==> config.mk <==
export PLATFORM = sky130hd
export DESIGN_NAME = multicycle_ctrl
export DESIGN_NICKNAME = d
export VERILOG_FILES = /design/src/rtl/mc_pkg.sv /design/src/rtl/mc_wait_timer.sv /design/src/rtl/multicycle_ctrl.sv
export SDC_FILE = /design/constraint.sdc
export NUM_CORES = 1
export LEC_CHECK = 0
export ABC_AREA = 0
export CAP_MARGIN = 30
export CORE_MARGIN = 2
export CORE_UTILIZATION = 50
export CTS_CLUSTER_SIZE = 30
export DETAILED_ROUTE_END_ITERATION = 10
export PLACE_DENSITY_LB_ADDON = 0.12
export SYNTH_ARGS = -nofsm -noshare
export SYNTH_HDL_FRONTEND = slang
export SYNTH_SLANG_ARGS = --single-unit
==> constraint.sdc <==
create_clock -name clk -period 2.9 [get_ports clk]
set_input_delay 0.725 -clock clk [delete_from_list [all_inputs] [get_ports clk]]
set_output_delay 0.725 -clock clk [all_outputs]
set_load 0.02 [all_outputs]
==> src/rtl/mc_pkg.sv <==
// Shared types and encodings for the multi-cycle MIPS-subset controller.
package mc_pkg;

  typedef enum logic [4:0] {
    FETCH, DECODE, R_EXEC, R_WB, MEM_ADDR, MEM_RD, MEM_WB, MEM_WR,
    BEQ, NANDI, BLEZAL, BALV, BRV, JALPC, JMX_ADDR, JMX_RD, TRAP
  } state_t;

  localparam logic [5:0] OP_RTYPE  = 6'h00;
  localparam logic [5:0] OP_BEQ    = 6'h04;
  localparam logic [5:0] OP_NANDI  = 6'h10;
  localparam logic [5:0] OP_BLEZAL = 6'h15;
  localparam logic [5:0] OP_BALV   = 6'h1A;
  localparam logic [5:0] OP_JALPC  = 6'h1E;
  localparam logic [5:0] OP_LW     = 6'h23;
  localparam logic [5:0] OP_SW     = 6'h2B;

  localparam logic [5:0] FN_BRV    = 6'h14;
  localparam logic [5:0] FN_JMXOR  = 6'h23;

  localparam logic [1:0] RD_RT  = 2'd0;
  localparam logic [1:0] RD_RD  = 2'd1;
  localparam logic [1:0] RD_R31 = 2'd2;

  localparam logic [1:0] MTR_ALUOUT = 2'd0;
  localparam logic [1:0] MTR_MDR    = 2'd1;
  localparam logic [1:0] MTR_PC     = 2'd2;
  localparam logic [1:0] MTR_NAND   = 2'd3;

  localparam logic [1:0] SRCB_RT     = 2'd0;
  localparam logic [1:0] SRCB_FOUR   = 2'd1;
  localparam logic [1:0] SRCB_IMM    = 2'd2;
  localparam logic [1:0] SRCB_IMM_SH = 2'd3;

  localparam logic [1:0] ALU_ADD   = 2'd0;
  localparam logic [1:0] ALU_SUB   = 2'd1;
  localparam logic [1:0] ALU_FUNCT = 2'd2;

  localparam logic [2:0] PCS_ALU    = 3'd0;
  localparam logic [2:0] PCS_ALUOUT = 3'd1;
  localparam logic [2:0] PCS_JUMP   = 3'd2;
  localparam logic [2:0] PCS_RS     = 3'd3;
  localparam logic [2:0] PCS_MDR    = 3'd4;

  function automatic logic is_wait_state(input state_t s);
    return s inside {FETCH, MEM_RD, MEM_WR, JMX_RD};
  endfunction

endpackage

==> src/rtl/mc_wait_timer.sv <==
// Memory-wait counter: counts cycles spent waiting on ready, flags the last
// permitted wait cycle. Cleared whenever no wait is in progress.
module mc_wait_timer #(
  parameter int TIMEOUT = 15,
  parameter int W       = $clog2(TIMEOUT + 1)
) (
  input  logic clk,
  input  logic rst_n,
  input  logic active,
  input  logic ready,
  output logic timeout
);

  logic [W-1:0] cnt;

  always_ff @(posedge clk or negedge rst_n) begin
    if (!rst_n)                cnt <= '0;
    else if (active && !ready) cnt <= cnt + 1'b1;
    else                       cnt <= '0;
  end

  // A ready in the final cycle still wins, so timeout is masked by ready.
  assign timeout = active && !ready && (cnt == W'(TIMEOUT - 1));

endmodule

==> src/rtl/multicycle_ctrl.sv <==
// Multi-cycle control FSM for the MIPS-subset datapath with shared memory.
//
// state    | meaning
// FETCH    | read instruction at PC, PC <= PC+4
// DECODE   | precompute branch target, dispatch on opcode/funct
// R_EXEC   | ALU op on rs,rt       R_WB   | write rd
// MEM_ADDR | rs+imm address        MEM_RD | load wait   MEM_WB | write rt
// MEM_WR   | store wait            BEQ    | conditional branch
// NANDI    | write rs nand imm     BLEZAL/BALV/BRV/JALPC | branch/link
// JMX_ADDR | rs^rt address         JMX_RD | read jump target, link
// TRAP     | illegal op or memory timeout, held until reset
module multicycle_ctrl import mc_pkg::*; #(
  parameter int MEM_TIMEOUT = 15,
  parameter int CNT_W       = 32
) (
  input  logic             clk,
  input  logic             rst_n,
  input  logic [5:0]       opcode,
  input  logic [5:0]       funct,
  input  logic             alu_zero,
  input  logic             dataa_lez,
  input  logic             status_v,
  input  logic             mem_ready,
  output logic             pc_write,
  output logic             ir_write,
  output logic             iord,
  output logic             mem_read,
  output logic             mem_write,
  output logic             reg_write,
  output logic [1:0]       reg_dst,
  output logic [1:0]       mem_to_reg,
  output logic             alu_src_a,
  output logic [1:0]       alu_src_b,
  output logic [1:0]       alu_op,
  output logic [2:0]       pc_source,
  output logic             trap,
  output logic [CNT_W-1:0] instret
);

  state_t state, state_nxt;
  logic   timeout;

  mc_wait_timer #(.TIMEOUT(MEM_TIMEOUT)) u_timer (
    .clk    (clk),
    .rst_n  (rst_n),
    .active (is_wait_state(state)),
    .ready  (mem_ready),
    .timeout(timeout)
  );

  always_comb begin
    state_nxt = state;
    case (state)
      FETCH:    if (mem_ready) state_nxt = DECODE; else if (timeout) state_nxt = TRAP;
      DECODE: begin
        case (opcode)
          OP_RTYPE: begin
            if (funct == FN_BRV)        state_nxt = BRV;
            else if (funct == FN_JMXOR) state_nxt = JMX_ADDR;
            else                        state_nxt = R_EXEC;
          end
          OP_LW, OP_SW: state_nxt = MEM_ADDR;
          OP_BEQ:       state_nxt = BEQ;
          OP_NANDI:     state_nxt = NANDI;
          OP_BLEZAL:    state_nxt = BLEZAL;
          OP_BALV:      state_nxt = BALV;
          OP_JALPC:     state_nxt = JALPC;
          default:      state_nxt = TRAP;
        endcase
      end
      R_EXEC:   state_nxt = R_WB;
      MEM_ADDR: state_nxt = (opcode == OP_LW) ? MEM_RD : MEM_WR;
      MEM_RD:   if (mem_ready) state_nxt = MEM_WB; else if (timeout) state_nxt = TRAP;
      MEM_WR, JMX_RD:
                if (mem_ready) state_nxt = FETCH;  else if (timeout) state_nxt = TRAP;
      JMX_ADDR: state_nxt = JMX_RD;
      R_WB, MEM_WB, BEQ, NANDI, BLEZAL, BALV, BRV, JALPC:
                state_nxt = FETCH;
      TRAP:     state_nxt = TRAP;
      default:  state_nxt = TRAP;
    endcase
  end

  always_ff @(posedge clk or negedge rst_n) begin
    if (!rst_n) begin
      state   <= FETCH;
      instret <= '0;
    end else begin
      state <= state_nxt;
      if (state != FETCH && state_nxt == FETCH) instret <= instret + 1'b1;
    end
  end

  always_comb begin
    pc_write   = 1'b0;
    ir_write   = 1'b0;
    iord       = 1'b0;
    mem_read   = 1'b0;
    mem_write  = 1'b0;
    reg_write  = 1'b0;
    reg_dst    = RD_RT;
    mem_to_reg = MTR_ALUOUT;
    alu_src_a  = 1'b0;
    alu_src_b  = SRCB_RT;
    alu_op     = ALU_ADD;
    pc_source  = PCS_ALU;
    case (state)
      FETCH: begin
        mem_read  = 1'b1;
        alu_src_b = SRCB_FOUR;
        ir_write  = mem_ready;
        pc_write  = mem_ready;
      end
      DECODE:   alu_src_b = SRCB_IMM_SH;
      R_EXEC: begin
        alu_src_a = 1'b1;
        alu_op    = ALU_FUNCT;
      end
      R_WB: begin
        reg_dst   = RD_RD;
        reg_write = 1'b1;
      end
      MEM_ADDR: begin
        alu_src_a = 1'b1;
        alu_src_b = SRCB_IMM;
      end
      MEM_RD: begin
        iord     = 1'b1;
        mem_read = 1'b1;
      end
      MEM_WB: begin
        mem_to_reg = MTR_MDR;
        reg_write  = 1'b1;
      end
      MEM_WR: begin
        iord      = 1'b1;
        mem_write = 1'b1;
      end
      BEQ: begin
        alu_src_a = 1'b1;
        alu_op    = ALU_SUB;
        pc_source = PCS_ALUOUT;
        pc_write  = alu_zero;
      end
      NANDI: begin
        mem_to_reg = MTR_NAND;
        reg_write  = 1'b1;
      end
      BLEZAL, BALV, JALPC: begin
        if ((state == BLEZAL && dataa_lez) || (state == BALV && status_v) || state == JALPC) begin
          pc_write   = 1'b1;
          pc_source  = (state == BALV) ? PCS_JUMP : PCS_ALUOUT;
          reg_write  = 1'b1;
          reg_dst    = RD_R31;
          mem_to_reg = MTR_PC;
        end
      end
      BRV: begin
        pc_source = PCS_RS;
        pc_write  = status_v;
      end
      JMX_ADDR: iord = 1'b1;
      JMX_RD: begin
        iord     = 1'b1;
        mem_read = 1'b1;
        if (mem_ready) begin
          pc_write   = 1'b1;
          pc_source  = PCS_MDR;
          reg_write  = 1'b1;
          reg_dst    = RD_R31;
          mem_to_reg = MTR_PC;
        end
      end
      default: ;
    endcase
    // Write enables are held off while reset is asserted.
    pc_write  = pc_write  & rst_n;
    ir_write  = ir_write  & rst_n;
    reg_write = reg_write & rst_n;
    mem_write = mem_write & rst_n;
  end

  assign trap = (state == TRAP);

endmodule
* Yosys cells after proc, flatten, opt, wreduce, memory -nomap -nowiden
Cells that the tools add are included.
** Word-level totals
- Bits in registers :: 41
- Input bits :: 18
- Output and inout port bits :: 51
** Cells by class
- Equality and inequality tests :: 26
- $add $sub $neg :: 2
- Bitwise logic cells :: 4
- Multiplexer cells :: 29
- Reductions and logical operators :: 21
** Operator list (number)
- == test 5 x 4 -> 1 bit (second input constant) :: 8
- one-hot mux 5 bit (8 select lines) :: 1
- one-hot mux 5 bit (7 select lines) :: 1
- adder 32 x 1 -> 32 bit (second input constant) :: 1
- == test 6 x 5 -> 1 bit (second input constant) :: 5
- == test 5 x 3 -> 1 bit (second input constant) :: 4
- two-way mux 5 bit :: 4
- == test 6 bit (second input constant) :: 3
- two-way mux 4 bit :: 3
- one-hot mux 2 bit (3 select lines) :: 2
- one-hot mux 3 bit (4 select lines) :: 1
- OR reduction 3 bit :: 4
- == test 5 x 2 -> 1 bit (second input constant) :: 2
- zero test 5 bit :: 2
- two-way mux 2 bit :: 5
- one-hot mux 2 bit (4 select lines) :: 1
- OR reduction 8 bit :: 1
- two-way mux 1 bit :: 7
- == test 6 x 3 -> 1 bit (second input constant) :: 1
- zero test 6 bit :: 1
- == test 5 x 1 -> 1 bit (second input constant) :: 1
- == test 5 bit (second input constant) :: 1
- logical AND 1 bit :: 5
- one-hot mux 1 bit (5 select lines) :: 1
- 12 further kinds :: 17

* Logic depth before layout (Yosys ltp)
Gate-level depths: netlist of the first run.
- Word-level depth :: 9
- Gate-level depth with buffers :: 11
- Depth with buffers taken out :: 9

* Hierarchy
Synthesis of the first run repeated with hierarchy kept, for this count alone.
** Unflattened totals
- Cell total of the unflattened synthesis :: 316
- Area, all modules :: 2920.3 um^2
** Modules (own cells, without submodules)
- multicycle_ctrl :: cells an instance 298, area each 2723.9 um^2, times used 1, seq. area each 925.9 um^2
- mc_wait_timer :: cells an instance 18, area each 196.4 um^2, times used 1, seq. area each 100.1 um^2

* Worst setup path before layout of the first run
Ideal clock, no wire load.
- Path type :: register -> output
- Start :: register state[2]
- End :: output port pc_write
- Arrival :: 2.195 ns
- Path buffers :: 2
- Required time :: 2.175 ns
- Slack :: -0.020 ns
- Stages on the path, launching flop included :: 6
- Path through :: dfrtp_1 clkbuf_1 clkbuf_1 nor2_1 or4b_2 a211oi_1
** On the way
- Word-level cells in the longest chain between the ends :: 7
** RTL lines
- start, declared :: RTL line multicycle_ctrl.sv:40 : state_t state, state_nxt;
- start signal, assigned :: RTL line multicycle_ctrl.sv:89 : state <= state_nxt;
- == test 5 x 4 -> 1 bit :: RTL line multicycle_ctrl.sv:107, multicycle_ctrl.sv:150
- logical AND 1 bit :: RTL line multicycle_ctrl.sv:150 : if ((state == BLEZAL && dataa_lez) || (state == BALV && status_v) || state == JALPC) begin
- logical OR 1 bit (2 in series) :: RTL line multicycle_ctrl.sv:150
- two-way mux 1 bit :: RTL line multicycle_ctrl.sv:150
- one-hot mux 1 bit (5 select lines) (*) :: RTL line multicycle_ctrl.sv:107 : case (state)
- AND 1 bit (*) :: RTL line multicycle_ctrl.sv:177 : pc_write = pc_write & rst_n;
- end, declared :: RTL line multicycle_ctrl.sv:24 : output logic pc_write,
Mark *: on every way between the ends. The rest lies on a longest branch, timed or not.

* Worst setup path after layout of the first run
- Start :: input port mem_ready
- End :: output port pc_source[2]
** On the way
- Word-level cells in the longest chain between the ends :: 2
** RTL lines
- start, declared :: RTL line multicycle_ctrl.sv:23 : input logic mem_ready,
- two-way mux 3 bit :: RTL line multicycle_ctrl.sv:166 : if (mem_ready) begin
- one-hot mux 3 bit (4 select lines) :: RTL line multicycle_ctrl.sv:107
- end, declared :: RTL line multicycle_ctrl.sv:35 : output logic [2:0] pc_source,
Every way passes these cells.

==> metrics.md, run 1 <==
| Metric | Value |
|---|---|
| Clk Latency, worst-skew pair | `0.30 ns` |
| CTS max path bufs | `2` |
| Sink Count | `41` |
| I/O Buffers | `68` |
| Vias in the first global route | `2815` |
| Crit-path most repeated cell | `clkdlybuf4s50_1` |
| Final hold slack | `0.472 ns` |
| Hold-fix buffers, CTS | `0` |
| # nets final | `436` |
| Die area | `6180 sq um` |
| Worst-margin pin slew | `0.620 ns` |
| Post-route ant nets | `0` |
| Static Leak | `2.01 nW` |
| Final setup vio count | `0` |
| Average wire per standard cell | `17.6 um` |
| Synth Flop Type | `dfrtp_1` |
| Hold Vio Cnt, Final | `0` |
| Worst Setup SP | `mem_ready` |
| Area Overhead vs Synth | `57.2%` |
| Die X | `78.6 um` |
| Max incr delay on CP | `0.58 ns` |
| GRT Overall Usage | `27.1%` |
| CTS tree | `done` |
| Met1 usage | `35.1%` |
| Worst-path clk slew | `0.08 ns` |
| Mapped Area | `2780 sq um` |
| Worst IR drop on VDD | `0.000616 V` |
| Ant diodes | `0` |
| Share of cells above drive strength 1 | `29.6%` |
| Worst Path Arrival | `2.13 ns` |
| First-pass GRT wire length | `13.3 mm` |
| Fill cell count | `344` |
| Grt met2 use | `47.0%` |
| Synth cell types | `55` |
| EDFF count, synth | `0` |
| Starting density of the core | `51.1%` |
| Routed vias | `2897` |
| Total congestion overflow | `0` |
| Root buf cell | `clkbuf_8` |
| Worst slack, placed | `-0.480 ns` |
| Maxcap violations | `0` |
| CP max stage cell | `clkdlybuf4s50_1` |
| Syn Inst Count | `302` |
| Slew Viols, Final | `0` |
| Row count | `27` |
| Status | `complete, no violations` |
| TritonCTS buffer count | `5` |
| Fin crit share | `98.5%` |
| Post-synth ARST share | `100%` |
| Final WS setup | `0.0430 ns` |
| Die Y | `78.6 um` |
| Reg2reg setup slack | `0.11 ns` |
| Power Dens Cells | `505 nW/um^2` |
| Crit path capture type | `output port` |
| Largest net degree at the start of global routing | `45` |
| Hold Path Class | `flip-flop to flip-flop` |
| Routed wire length | `8.59 mm` |
| R2R depth | `10` |
| Max_slew headroom | `58.3%` |
| Post-Syn Nets | `323` |
| Post-DP HPWL | `5.19 mm` |
| Top cell type's share of synthesized area | `36.9%` |
| Type of origin of the critical path | `primary input` |
| DRC Markers | `0` |
| WP data required | `2.17 ns` |
| Critical Path Sink | `pc_source[2]` |
| Register area | `1030 sq um` |
| Critical-path cell list | `clkdlybuf4s50_1, and4_1, buf_4, clkdlybuf4s50_1` |
| Deepest level of the CTS H-tree | `2` |
| Synth Area per Inst | `9.21 sq um` |
| F_max | `350 MHz` |
| Met3 Track Usage GR | `4.14%` |
| Antenna violations before repair | `0` |
| Crit path kind | `primary input to output port` |
| Vias per cell | `5.94` |
| RD Place Congestion | `0.862` |
| Reg-to-Reg Start | `state[1]$_DFF_PN0_` |
| Drt first pass iters | `5` |
| Fin crit period | `2.86 ns` |
| Top post-synthesis cells by area | `dfrtp_1 37%, xor2_1 8.8%, nor4_2 7.6%` |
| DRC marker count from the first detailed-route iteration | `167` |
| GRT Max-Usage Layer | `met2` |
| Seq cells post-synth | `41` |
| Register area share after synthesis | `36.9%` |
| I/O pin cnt | `69` |
| Max Fanout on Critical Path | `2` |
| Synth warn | `0` |
| Setup TNS | `0 ns` |
| Core area | `5440 sq um` |
| Multi-input logic area | `1890 sq um` |
| Worst reg2reg endpoint | `instret[10]$_DFFE_PN0P_` |
| Top cell type by total area after synthesis | `dfrtp_1` |
| Clock Skews | `0.00312 ns` |
stage by stage:
stage                     total power (W)  area [sq um]  util (%)  cells
after floorplan                   0.00115          2790         -    302
after global placement            0.00148          3820      70.2    467
after detailed placement          0.00149          3820      70.2    467
after CTS                         0.00207          4170      76.6    479
after global routing              0.00231          4370      80.4    488
final                             0.00221          4370      80.4    488
timing repair:
item	in CTS	in global routing
resized for setup	53	37
gates cloned	2	0
buffers inserted	2	9
endpoints found under the hold margin	0	0
pin swaps	12	15
endpoints found under the setup margin	38	44
flip-flops by register name, summed over array words and instances (netlist names):
register / flops
instret: 32
u_timer.cnt: 4
state: 5
cell usage after synthesis, drive strengths merged, types with 5 or more instances:
| cell | n |
|---|---|
| and3 | 10 |
| nand2b | 6 |
| nor4 | 21 |
| nor3 | 20 |
| nand2 | 28 |
| nand4 | 5 |
| inv | 12 |
| o21ai | 6 |
| nand3 | 12 |
| dfrtp | 41 |
| nor2b | 5 |
| clkbuf | 9 |
| xor2 | 28 |
| or3 | 7 |
| xnor2 | 6 |
| nor2 | 24 |
| buf | 10 |
how the worst min path moves through the flow:
stage | from | end | depth (start not counted)
after global routing | instret[31]$_DFFE_PN0P_ | instret[31]$_DFFE_PN0P_ | 1
after floorplan | rst_n | instret[0]$_DFFE_PN0P_ | 0
after global placement | instret[31]$_DFFE_PN0P_ | instret[31]$_DFFE_PN0P_ | 1
after detailed placement | instret[31]$_DFFE_PN0P_ | instret[31]$_DFFE_PN0P_ | 1
final | instret[31]$_DFFE_PN0P_ | instret[31]$_DFFE_PN0P_ | 1
after CTS | instret[31]$_DFFE_PN0P_ | instret[31]$_DFFE_PN0P_ | 1
layer usage:
layer  vias to the layer above  routed length (um)
li1                       1324                   -
met1                      1434                3630
met2                       123                4400
met3                        16                 435
met4                         0                 114
met5                         -                   0
layout by cell type, fill, tap and decap left out, types with 7 or more instances in the layout:
cell type / synthesis / final
clkbuf_8: 0 / 7
buf_4: 3 / 47
xor2_1: 28 / 28
and3_1: 10 / 10
inv_1: 12 / 12
nand3_1: 12 / 12
clkdlybuf4s50_1: 0 / 48
nor3_1: 20 / 13
nand2_1: 28 / 27
dlymetal6s2s_1: 0 / 8
nor3_2: 0 / 7
nor4_4: 1 / 18
nor2_1: 24 / 23
dfrtp_1: 41 / 39
power by group:
group | internal, W | switching (W)
Combinational | 0.000499 | 0.000605
Clock | 0.000215 | 0.000200
Sequential | 0.000622 | 0.0000671
Total | 0.00134 | 0.000872
critical path, delay by kind of cell:
family	cells	cell delay, ns
buffers and inverters	3	1.18
and+or+nand+nor	1	0.22
area by class of cell:
cell class | instances | share of cell area (%)
multi-input combinational | 230 | 43.2
clock buffer | 7 | 2.20
tap | 72 | 2.06
inverter | 12 | 1.03
sequential | 41 | 23.5
timing repair buffer | 125 | 27.9
clock inverter | 1 | 0.114
cells by family (layout without fill, tap and decap cells):
logic type,Yosys count,in the layout,synth area share (%)
AOI/OAI and AO/OA,37,37,10.5
xor gates and xnor gates,34,34,10.7
adders and majority gates,3,3,1.35
buffers and inverters,31,145,5.35
DFF,41,41,36.9
muxes,5,5,1.84
and+or+nand+nor,151,151,33.4
No activity file was read; power rests on OpenSTA's default activity.
==> inputs of run 2 (changes only) <==
Settings changed: GPL_TIMING_DRIVEN set to 0.
==> metrics.md, run 2 (synthesis gave the netlist of run 1 again) <==
| Metric | Value |
|---|---|
| CTS max path bufs | `2` |
| Slew Viols, Final | `0` |
| Fin crit share | `98.9%` |
| Final WS setup | `0.0326 ns` |
| Top flop regs | `instret: 32 flops, state: 5 flops, u_timer.cnt: 4 flops` |
| Antenna violations before repair | `0` |
| Inst Count DP | `441` |
| # nets final | `406` |
| Die Y | `78.6 um` |
| Status | `complete, no violations` |
| TritonCTS buffer count | `5` |
| Clock Skews | `0.00916 ns` |
| Routed wire length | `7.53 mm` |
| DRC Markers | `0` |
| Hold Path Class | `primary input to asynchronous set/reset pin` |
| F_max | `349 MHz` |
| GRT Overall Usage | `24.9%` |
| Average wire per standard cell | `16.4 um` |
| Vias in the first global route | `2481` |
| Routed vias | `2692` |
| RSZ-0062 raised after global routing | `true` |
| Max incr delay on CP | `0.62 ns` |
| Die area | `6180 sq um` |
| Largest register FFs | `32` |
| Share of cells above drive strength 1 | `24.1%` |
| Fill cell count | `365` |
| Worst reg2reg endpoint | `instret[30]$_DFFE_PN0P_` |
| Ant diodes | `0` |
| Most common cell after layout, fill and taps aside | `clkdlybuf4s50_1` |
| DRC marker count from the first detailed-route iteration | `198` |
| Post-route ant nets | `0` |
| Root buf cell | `clkbuf_8` |
| Hold-fix buffers, CTS | `0` |
| Worst Path Arrival | `2.14 ns` |
| Starting density of the core | `51.1%` |
| Final setup vio count | `0` |
| CP max stage cell | `or4b_2` |
| R2R depth | `9` |
| I/O pin cnt | `69` |
| Clk Latency, worst-skew pair | `0.30 ns` |
| Core area | `5440 sq um` |
| RD Place Congestion | `0.872` |
| Critical-path cell list | `buf_6, clkbuf_8, nor2_1, or4b_2, a211oi_2, buf_4` |
| Final hold slack | `0.217 ns` |
| Worst IR drop on VDD | `0.000626 V` |
| Largest register by flop count | `instret` |
| Maxcap violations | `0` |
| CTS tree | `done` |
| Finished Layout Cells | `458` |
| Power Dens Cells | `526 nW/um^2` |
| Worst-margin pin slew | `0.532 ns` |
| Reg2reg setup slack | `0.20 ns` |
| Row count | `27` |
| Reg-to-Reg Start | `state[1]$_DFF_PN0_` |
| Most frequent cells in the layout | `43 x clkdlybuf4s50_1, 41 x dfrtp_1, 28 x xor2_1` |
| Hold Vio Cnt, Final | `0` |
| First-pass GRT wire length | `12.1 mm` |
| Die X | `78.6 um` |
| Crit path capture type | `output port` |
| Final core utilization | `75.8%` |
| Drt first pass iters | `5` |
| Max Fanout on Critical Path | `10` |
| Crit path kind | `flip-flop to output port` |
| Total congestion overflow | `0` |
| Type of origin of the critical path | `flip-flop` |
| Worst slack, placed | `-0.655 ns` |
| Fin crit period | `2.87 ns` |
| Max_slew headroom | `64.4%` |
| I/O Buffers | `66` |
| Area Overhead vs Synth | `48.2%` |
| Multi-input logic area | `1910 sq um` |
| Deepest level of the CTS H-tree | `2` |
| WP data required | `2.17 ns` |
| Static Leak | `1.87 nW` |
| Post-DP HPWL | `4.86 mm` |
| Register area | `1030 sq um` |
| Sink Count | `41` |
| Largest net degree at the start of global routing | `35` |
| Vias per cell | `5.88` |
| Worst-path clk slew | `0.08 ns` |
[run 2: cell types whose count changed in the layout (fill, tap and decap cells not counted), moves of 3 or more]
cell             before  now
buf_4                47   11
clkdlybuf4s50_1      48   43
dlygate4sd2_1         5   10
nor3_1               13    8
nor3_4                0    4
buf_2                 2    5
clkbuf_1              0    3
nor2b_2               0    3
[run 2: what timing repair did]
action                     CTS  global route
setup endpoints to repair   46            43
resized for setup           83            35
pin swaps                   18             5
buffers inserted             6             3
cloned                       1             0
[run 2: final cells by class]
cell class                      instances  area share (%)
Clock buffer                            7            2.09
Timing Repair Buffer                   77            18.8
Clock inverter                          1           0.728
Multi-Input combinational cell        230            46.3
Tap cell                               72            2.19
Buffer                                 18            3.95
Sequential cell                        41            24.9
Inverter                               12            1.09
[run 2: worst max path at each step]
stage                        from                     end  slack (ns)  cells past startpoint
6_report       state[2]$_DFF_PN0_                pc_write        0.03                      6
5_1_grt        state[2]$_DFF_PN0_                pc_write       -0.06                      6
2_1_floorplan           opcode[2]  instret[1]$_DFFE_PN0P_        0.07                      9
3_5_place_dp            opcode[3]  instret[1]$_DFFE_PN0P_       -0.65                      9
4_1_cts                     rst_n                pc_write       -0.01                      5
3_3_place_gp                rst_n                pc_write       -1.94                      4
[run 2: metal layers]
metal / vias up / track usage, % / wire, um
li1: 1259 / - / -
met1: 1314 / 36.2 / 3420
met2: 103 / 38.1 / 3610
met3: 16 / 3.68 / 392
met4: 0 / 7.89 / 115
met5: - / 0 / 0
[run 2: critical path, delay by kind of cell, from the launching register on]
family | cells | cell delay (ns)
AOI/OAI and AO/OA | 1 | 0.22
buffers and inverters | 3 | 0.51
and+or+nand+nor | 2 | 0.70
DFF | 1 | 0.41
[run 2: through the flow]
step	instance area, sq um	total power (W)	TNS [ns]
6_report	4120	0.00217	0
5_1_grt	4120	0.00226	-0.0566
2_1_floorplan	2790	0.00115	0
4_1_cts	4020	0.00211	-0.0131
3_3_place_gp	3540	0.00140	-22.56
3_5_place_dp	3550	0.00142	-18.01
[run 2: report_power, final]
group | switching (W) | internal (W)
Clock | 0.000202 | 0.000281
Combinational | 0.000588 | 0.000419
Sequential | 0.0000558 | 0.000621
Total | 0.000846 | 0.00132
==> inputs of run 3 (changes only) <==
Settings changed: ABC_AREA 0 to 1, CORE_UTILIZATION 50 to 62, DONT_BUFFER_PORTS set to 1.
==> metrics.md, run 3 <==
| Metric | Value |
|---|---|
| Crit path capture type | `output port` |
| Status | `complete, no violations` |
| CTS max path bufs | `2` |
| I/O pin cnt | `69` |
| DRC Markers | `0` |
| Hold Path Class | `primary input to asynchronous set/reset pin` |
| Drt first pass iters | `6` |
| Post-CTS Setup Repair Bufs | `0` |
| Post-route ant nets | `0` |
| Top cell type's share of synthesized area | `33.3%` |
| Reg-to-Reg Start | `instret[0]$_DFFE_PN0P_` |
| Worst reg2reg endpoint | `instret[30]$_DFFE_PN0P_` |
| Average wire per standard cell | `13.6 um` |
| EDFF count, synth | `0` |
| Max Fanout on Critical Path | `10` |
| Vias in the first global route | `2815` |
| F_max | `364 MHz` |
| Worst-margin pin slew | `0.871 ns` |
| Mux contribution to synthesized area | `0%` |
| Routed vias | `3048` |
| XOR/XNOR Fraction of Synth Area | `5.41%` |
| Row count | `25` |
| Power Dens Cells | `292 nW/um^2` |
| Reg2reg setup slack | `0.28 ns` |
| Crit path kind | `flip-flop to output port` |
| Pwr Total | `0.000951 W` |
| Adder-Cell Fraction of Synth Area | `1.22%` |
| Fin crit period | `2.75 ns` |
| Hold Vio Cnt, Final | `0` |
| Worst IR drop on VDD | `0.000279 V` |
| DRC marker count from the first detailed-route iteration | `234` |
| Die area | `5540 sq um` |
| Die X | `74.5 um` |
| Syn Inst Count | `465` |
| Vias per cell | `5.64` |
| Synth warn | `0` |
| Finished Layout Cells | `540` |
| Sink Count | `41` |
| Most frequent cells in the layout | `136 x nand2_1, 63 x inv_1, 57 x nor2_1` |
| Deepest level of the CTS H-tree | `2` |
| Max_slew headroom | `41.4%` |
| Main combinational cell family by area after synthesis | `simple AND/OR/NAND/NOR gates` |
| Antenna violations before repair | `0` |
| Register area | `1030 sq um` |
| Routed wire length | `7.33 mm` |
| Count leader, synth | `nand2_1` |
| Post-DP HPWL | `5.52 mm` |
| Synth Flop Type | `dfrtp_1` |
| Largest register by flop count | `instret` |
| Multi-input logic area | `1760 sq um` |
| Largest net degree at the start of global routing | `43` |
| # nets final | `493` |
| Post-synth top cells | `136 x nand2_1, 63 x inv_1, 59 x nor2_1, 48 x nand3_1` |
| Ant diodes | `0` |
| Worst-path clk slew | `0.08 ns` |
| Area Overhead vs Synth | `5.94%` |
| Type of origin of the critical path | `flip-flop` |
| Setup TNS | `0 ns` |
| Synth Area per Inst | `6.62 sq um` |
| Final setup vio count | `0` |
| Die Y | `74.5 um` |
| Top post-synthesis cells by area | `dfrtp_1 33%, nand2_1 17%, nand4_1 8.3%` |
| Final WS setup | `0.152 ns` |
| TritonCTS buffer count | `5` |
| Fraction of the mapped netlist area in compound gates | `2.36%` |
| Clock Skews | `0.00406 ns` |
| WP data required | `2.17 ns` |
| Fill cell count | `424` |
| Inst Count DP | `532` |
| Slew Viols, Final | `0` |
| Top flop regs | `instret: 32 flops, state: 5 flops, u_timer.cnt: 4 flops` |
| Starting density of the core | `64.7%` |
| Clk Latency, worst-skew pair | `0.29 ns` |
| Register area share after synthesis | `33.3%` |
| Synth cell types | `32` |
| RSZ-0062 raised after global routing | `false` |
| Static Leak | `1.69 nW` |
| Worst slack, placed | `0.200 ns` |
| Simple-gate portion of the synthesized area | `47.6%` |
| RD Place Congestion | `0.937` |
| CTS tree | `done` |
| Worst Path Arrival | `2.02 ns` |
| R2R depth | `12` |
| Maxcap violations | `0` |
| GRT Overall Usage | `28.8%` |
| Seq cells post-synth | `41` |
| Root buf cell | `clkbuf_8` |
| Fin crit share | `94.8%` |
| Core area | `4750 sq um` |
| First-pass GRT wire length | `12.7 mm` |
| Total congestion overflow | `0` |
| Largest register FFs | `32` |
| Post-Syn Nets | `486` |
| Share of cells above drive strength 1 | `7.82%` |
| Top cell type by total area after synthesis | `dfrtp_1` |
| Most common cell after layout, fill and taps aside | `nand2_1` |
| I/O Buffers | `0` |
| Post-synth ARST share | `100%` |
| Mapped Area | `3080 sq um` |
run 3: cell count changes after synthesis, moves of 10 or more:
| cell | previous run | this run |
|---|---|---|
| nor2_1 | 24 | 59 |
| nor4_2 | 17 | 0 |
| nand2_1 | 28 | 136 |
| nand3_1 | 12 | 48 |
| inv_1 | 12 | 63 |
| xor2_1 | 28 | 10 |
| and3_1 | 10 | 0 |
| nand4_1 | 5 | 41 |
run 3: layout make-up:
cell class	instances	share of cell area, %
plain buffers	12	2.03
clock buffers	6	2.23
clock inverters	2	0.307
inverters	65	7.48
multi-input cells	347	53.9
flip-flops and latches	41	31.5
well taps	67	2.57
run 3: worst max path at each step:
| stage | cells past startpoint | from | to | slack (ns) |
|---|---|---|---|---|
| global placement | 8 | state[4]$_DFF_PN0_ | pc_write | 0.23 |
| detailed placement | 8 | state[4]$_DFF_PN0_ | pc_write | 0.20 |
| global route | 8 | state[4]$_DFF_PN0_ | pc_write | 0.003 |
| finish | 8 | state[4]$_DFF_PN0_ | pc_write | 0.15 |
| CTS | 5 | state[0]$_DFF_PN0_ | pc_write | 0.15 |
| floorplan | 8 | state[4]$_DFF_PN0_ | pc_write | 0.41 |
run 3: stage by stage:
stage | hold slack (ns) | instance area (sq um) | utilization [%]
2_1_floorplan | 0.429 | 3080 | -
3_3_place_gp | 0.431 | 3160 | 66.5
3_5_place_dp | 0.431 | 3160 | 66.5
4_1_cts | 0.112 | 3260 | 68.5
5_1_grt | 0.101 | 3260 | 68.6
6_report | 0.120 | 3260 | 68.6
run 3: critical path, cell delays in order, from the launching register on:
cell and delay, ns:
dfrtp_1 0.39, inv_1 0.11, buf_4 0.18, nand3_1 0.16, nor2_1 0.13, inv_1 0.07
nor2_2 0.24, nor2_1 0.16, a41oi_2 0.30
run 3: routing by layer:
layer	track usage, %	wire length [um]
met1	41.2	3430
met2	44.8	3260
met3	6.91	582
met4	5.95	57
met5	0	0
run 3: logic make-up (layout without fill, tap and decap cells):
family | after synthesis | after routing
AND/OR/NAND/NOR | 314 | 314
buffers and inverters | 77 | 85
flip-flops | 41 | 41
XOR/XNOR | 19 | 19
AO/OA/AOI/OAI | 11 | 11
adder cells (fa/ha/maj) | 3 | 3
run 3: where the power goes:
part           leakage [nW]  internal [W]  switching [W]   total, W
Clock                0.0450      0.000167       0.000192   0.000359
Combinational          1.08    0.00000706      0.0000136  0.0000206
Sequential            0.568      0.000571              0   0.000571
run 3: repair_timing:
item | 4_1_cts | 5_1_grt
hold buffers | 0 | 0
hold endpoints to repair | 0 | 0
gates resized for setup | 3 | 1
setup endpoints to repair | 2 | 1
